File: src/rtl/rr_arb4_pkg.sv
// Shared definitions for the 4-way round-robin arbiter: FSM encoding,
// requester count and the rotating priority search.
package rr_arb4_pkg;

    localparam int unsigned N_REQ = 4;

    typedef enum logic {
        IDLE  = 1'b0,
        GRANT = 1'b1
    } state_t;

    // First set request found scanning ptr, ptr+1, ptr+2, ptr+3 (mod 4).
    // The result is only meaningful when req is nonzero.
    function automatic logic [1:0] rr_pick(input logic [3:0] req, input logic [1:0] ptr);
        logic [1:0] idx;
        logic [1:0] pick;
        logic       found;
        pick  = ptr;
        found = 1'b0;
        for (int unsigned i = 0; i < N_REQ; i++) begin
            idx = ptr + 2'(i);
            if (!found && req[idx]) begin
                pick  = idx;
                found = 1'b1;
            end
        end
        return pick;
    endfunction

endpackage

File: src/rtl/rr_arb4_dec24.sv
// 2-to-4 one-hot decoder with enable; all outputs low when disabled.
module dec24
    import rr_arb4_pkg::*;
(
    input  logic [1:0]       sel,
    input  logic             en,
    output logic [N_REQ-1:0] onehot
);

    always_comb begin
        onehot = '0;
        if (en) begin
            onehot[sel] = 1'b1;
        end
    end

endmodule

File: src/rtl/rr_arb4.sv
// Four-requester round-robin arbiter with owner release, request-drop
// termination and a hold limit that forcibly revokes a long grant.
module rr_arb4
    import rr_arb4_pkg::*;
#(
    parameter int unsigned HOLD_MAX = 8
) (
    input  logic       clk,
    input  logic       rst,
    input  logic [3:0] req,
    input  logic       rel,
    output logic [3:0] gnt,
    output logic [1:0] gnt_id,
    output logic       busy,
    output logic       tmo
);

    state_t     state_q, state_d;
    logic [1:0] ptr_q, ptr_d;
    logic [3:0] hold_q, hold_d;
    logic [1:0] gnt_id_q, gnt_id_d;
    logic       busy_q, busy_d;
    logic       tmo_q, tmo_d;
    logic       owner_drop;
    logic       at_limit;

    assign owner_drop = ~req[gnt_id_q];
    assign at_limit   = (hold_q == 4'(HOLD_MAX - 1));

    always_comb begin
        state_d  = state_q;
        ptr_d    = ptr_q;
        hold_d   = hold_q;
        gnt_id_d = gnt_id_q;
        busy_d   = busy_q;
        tmo_d    = 1'b0;
        case (state_q)
            IDLE: begin
                busy_d = 1'b0;
                if (req != 4'b0000) begin
                    gnt_id_d = rr_pick(req, ptr_q);
                    busy_d   = 1'b1;
                    hold_d   = '0;
                    state_d  = GRANT;
                end
            end
            GRANT: begin
                if (rel || owner_drop || at_limit) begin
                    state_d = IDLE;
                    busy_d  = 1'b0;
                    ptr_d   = gnt_id_q + 2'd1;
                    hold_d  = '0;
                    // Timeout is flagged only when the limit alone ended the grant.
                    tmo_d   = at_limit && !rel && !owner_drop;
                end else begin
                    hold_d = hold_q + 4'd1;
                end
            end
            default: begin
                state_d = IDLE;
                busy_d  = 1'b0;
            end
        endcase
    end

    always_ff @(posedge clk or posedge rst) begin
        if (rst) begin
            state_q  <= IDLE;
            ptr_q    <= '0;
            hold_q   <= '0;
            gnt_id_q <= '0;
            busy_q   <= 1'b0;
            tmo_q    <= 1'b0;
        end else begin
            state_q  <= state_d;
            ptr_q    <= ptr_d;
            hold_q   <= hold_d;
            gnt_id_q <= gnt_id_d;
            busy_q   <= busy_d;
            tmo_q    <= tmo_d;
        end
    end

    assign gnt_id = gnt_id_q;
    assign busy   = busy_q;
    assign tmo    = tmo_q;

    dec24 u_dec (
        .sel    (gnt_id_q),
        .en     (busy_q),
        .onehot (gnt)
    );

endmodule

File: config.mk
export PLATFORM = sky130hd
export DESIGN_NAME = rr_arb4
export DESIGN_NICKNAME = d
export VERILOG_FILES = /design/src/rtl/rr_arb4_pkg.sv /design/src/rtl/rr_arb4_dec24.sv /design/src/rtl/rr_arb4.sv
export SDC_FILE = /design/constraint.sdc
export NUM_CORES = 1
export LEC_CHECK = 0
export ABC_AREA = 0
export BUFFER_PORTS_ARGS = -buffer_cell sky130_fd_sc_hd__buf_2
export CORE_ASPECT_RATIO = 0.8
export CORE_MARGIN = 2
export CORE_UTILIZATION = 35
export CTS_CLUSTER_DIAMETER = 120
export DETAILED_ROUTE_END_ITERATION = 6
export PLACE_DENSITY = 0.63
export SYNTH_ARGS = -nofsm -noshare
export SYNTH_HDL_FRONTEND = slang
export SYNTH_HIERARCHICAL = 1
export SYNTH_SLANG_ARGS = --single-unit
File: constraint.sdc
create_clock -name clk -period 5.4 [get_ports clk]
set_clock_uncertainty 0.15 [all_clocks]
set_input_delay 1.08 -clock clk [delete_from_list [all_inputs] [get_ports clk]]
set_output_delay 1.08 -clock clk [all_outputs]
set_load 0.02 [all_outputs]
==> summary.txt <==
Status
  • Status: complete, no violations

Worst setup path
  • CP Buf/Inv Count: 1
  • Crit. End Element: primary output
  • CP Cell Sequence: and3_2 -> buf_2
  • R2R setup slack: 3.47 ns
  • Critical Path End: gnt[3]
  • Worst path required time: 4.17 ns
  • Slowest stage cell, crit path: dfrtp_1
  • Stages on worst setup path: 2
  • Reg-to-reg critical path startpoint: gnt_id[0]
  • Setup CP Type: reg2out
  • Worst Reg2Reg Path Length in Cells: 4
  • Reg-to-reg endpoint: ptr_q[1]
  • Cell family with most CP delay: flip-flops
  • CP Launch Type: flip-flop
  • Crit-path max FO: 9
  • CP Launch Point: gnt_id[0]
  • Arr. time, crit path: 1.17 ns
  • Worst path max stage delay: ~0.52 ns

Yosys
  • Synthesized area: 610.6 µm²
  • Synth area leaders: dfrtp_1 (45%), a21o_1 (3.7%), mux4_2 (3.7%), nor2_1 (3.7%), nand2_1 (3.1%)
  • Number of distinct library cells after synthesis: 33
  • Number of synthesized flops with an enable pin: 0
  • Yosys top cell by area: dfrtp_1
  • Syn. warnings: 6
  • Sequential area share after synthesis: 45.08%
  • Syn_nets: 67
  • Post-synthesis cell count: just under 60
  • Synthesized area per cell: ~10 µm²
  • FF+latch count, synth: 11
  • Async set-reset flop share out of synthesis: between 90% and 100%
  • Post-synth top flop: dfrtp_1
  • Post-synth top area share: around 45%

Routing
  • Final wirelength: 1.149 mm
  • Residual DRC count: 0
  • Via density: 4.970
  • DR pass1 iterations: 3
  • Post-DRT Antenna Nets: 0
  • Via count: 492
  • DR iter-0 viols: 1
  • DR WL/cell: 11.61 µm

Timing
  • Final hold violations: 0
  • Fmax: 417.2 MHz
  • RSZ-0062 raised after global routing: no
  • Final worst path period need: 2.397 ns
  • Period utilization: 44.39%
  • Worst Max-Slew Pin Slew: 0.5651 ns
  • Final Max Tran Viols: 0
  • Slew HR: 61.98%
  • Final setup violation count: 0
  • Total negative slack: 0 ns

Cells and area
  • Area grow syn2layout: 20.29%
  • Inserted Diodes: 0
  • Post-route cell area: around 730 µm²
  • Share of cells above drive strength 1: a little over 30%
  • Nets: 86
  • Commonest non-fill, non-tap cell in the layout: buf_2
  • Commonest cells after routing, fill and taps aside: buf_2 (14), dfrtp_1 (11), nor2_1 (6)

Floorplan
  • Die area: 2097 µm²
  • Ports: 15
  • Initial core utilization: 37.54%
  • Die Span Y: roughly 41 µm
  • Row Count: 13
  • Core Footprint: 1627 µm²
  • Chip width: ~51 µm

Pwr
  • Worst vdd ir: 278.8 µV
  • Pwr Density: 482.6 nW/µm²
  • Logic pwr share: around 43%
  • Flop pwr share: 41.4%
  • Int Power: around 0.00021 W
  • Leakage: 0.3914 nW
  • Clk pwr share: 15.9%
  • Switching share of total power: 40.79%
  • P_sw: 0.0001446 W

CTS
  • H-tree Lvls: 1
  • CTS Buf Count: 3
  • CTS resizes: 0
  • Worst skew pair latency: 0.27 ns
  • TritonCTS clock tree: done
  • # Post-CTS Setup Buffers: 0
  • CTS Buffer Depth: 2
  • CTS root buf: clkbuf_4
  • Reg clk slew, reported paths: 0.07 ns
  • CTS Sinks: 11
  • Hold-fix buffer count after cts: 0

GRT
  • Vias in the first global route: 423
  • First-pass GRT wire length: 1.904 mm
  • GRT busiest layer: met2
  • Met3 Usage GRT: 5.714%
  • GRT Total Usage: 13.21%
  • Met1 usage: 16.41%
  • Largest net degree at the start of global routing: 12
  • Initial antenna violation count: 0
  • Gr ovfl total: 0
  • Met2 Track Usage GR: roughly 20%

Place
  • Placed Area: 708.2 µm²
  • PortBufs: 14
  • Hpwl dp: 892.1 µm
  • RePlAce Congestion: 0.6637

Job
  • Max-cap viol count: 0

Min path
  • Min-delay worst type: reg2reg
  • HP Start: hold_q[3]
## flip-flops by register name (all words and copies together), names as in the netlist
register,flops
tmo,1
state_q,1
busy,1
hold_q,4
ptr_q,2
gnt_id,2
## power by group through the flow
stage	Sequential (W)	Clock (W)	Combinational (W)
floorplan	0.000153	0	0.000102
global placement	0.000149	0	0.000151
detailed placement	0.000149	0	0.000153
CTS	0.000147	0.0000591	0.000153
global route	0.000154	0.0000625	0.000167
finish	0.000147	0.0000563	0.000152
## cell usage after synthesis (all sizes together), types with 2 or more instances
cell type,count
and3b,2
a21oi,2
nor3b,2
nor2,6
inv,4
mux2,2
o21ai,2
dfrtp,11
nand2,5
a21o,3
## cell families (layout without fill, tap and decap cells)
group	after synthesis	in the layout	synth area share, %
muxes	4	4	9.630
adders and majority gates	1	1	2.049
AOI/OAI and AO/OA	15	15	17.63
buffers and inverters	4	22	2.458
DFF	11	11	45.08
and+or+nand+nor	23	23	21.72
xor gates and xnor gates	1	1	1.435
## per-layer routing
metal | routed length [µm] | vias up
li1 | - | 253
met2 | 484 | 13
met5 | 0 | -
met3 | 79 | 2
met1 | 580 | 224
met4 | 4 | 0
## layout make-up
| class | instances | area (µm²) |
|---|---|---|
| clock buffer | 4 | 26.28 |
| fill | 167 | 892.1 |
| inverter | 4 | 15.01 |
| multi-input combinational | 44 | 320.3 |
| sequential | 11 | 275.3 |
| tap | 22 | 27.53 |
| timing repair buffer | 14 | 70.07 |
## worst min path at each step
stage / endpoint / slack [ns] / depth (start not counted)
floorplan: tmo / 0.32 / 1
global placement: tmo / 0.35 / 1
detailed placement: tmo / 0.36 / 1
CTS: tmo / 0.37 / 1
global route: tmo / 0.42 / 1
finish: tmo / 0.37 / 1
## per-stage QoR
| stage | setup slack (ns) | util (%) | hold slack (ns) | total power (W) | cells |
|---|---|---|---|---|---|
| after floorplan | 3.047 | - | 0.3194 | 0.0002554 | 59 |
| after global placement | 2.862 | 43.54 | 0.3519 | 0.0002993 | 95 |
| after detailed placement | 2.849 | 43.54 | 0.3621 | 0.0003012 | 95 |
| after CTS | 2.980 | 45.15 | 0.3705 | 0.0003592 | 99 |
| after global routing | 2.928 | 45.15 | 0.4161 | 0.0003838 | 99 |
| final | 3.003 | 45.15 | 0.3680 | 0.0003545 | 99 |
Power figures use the tool's default switching activity.
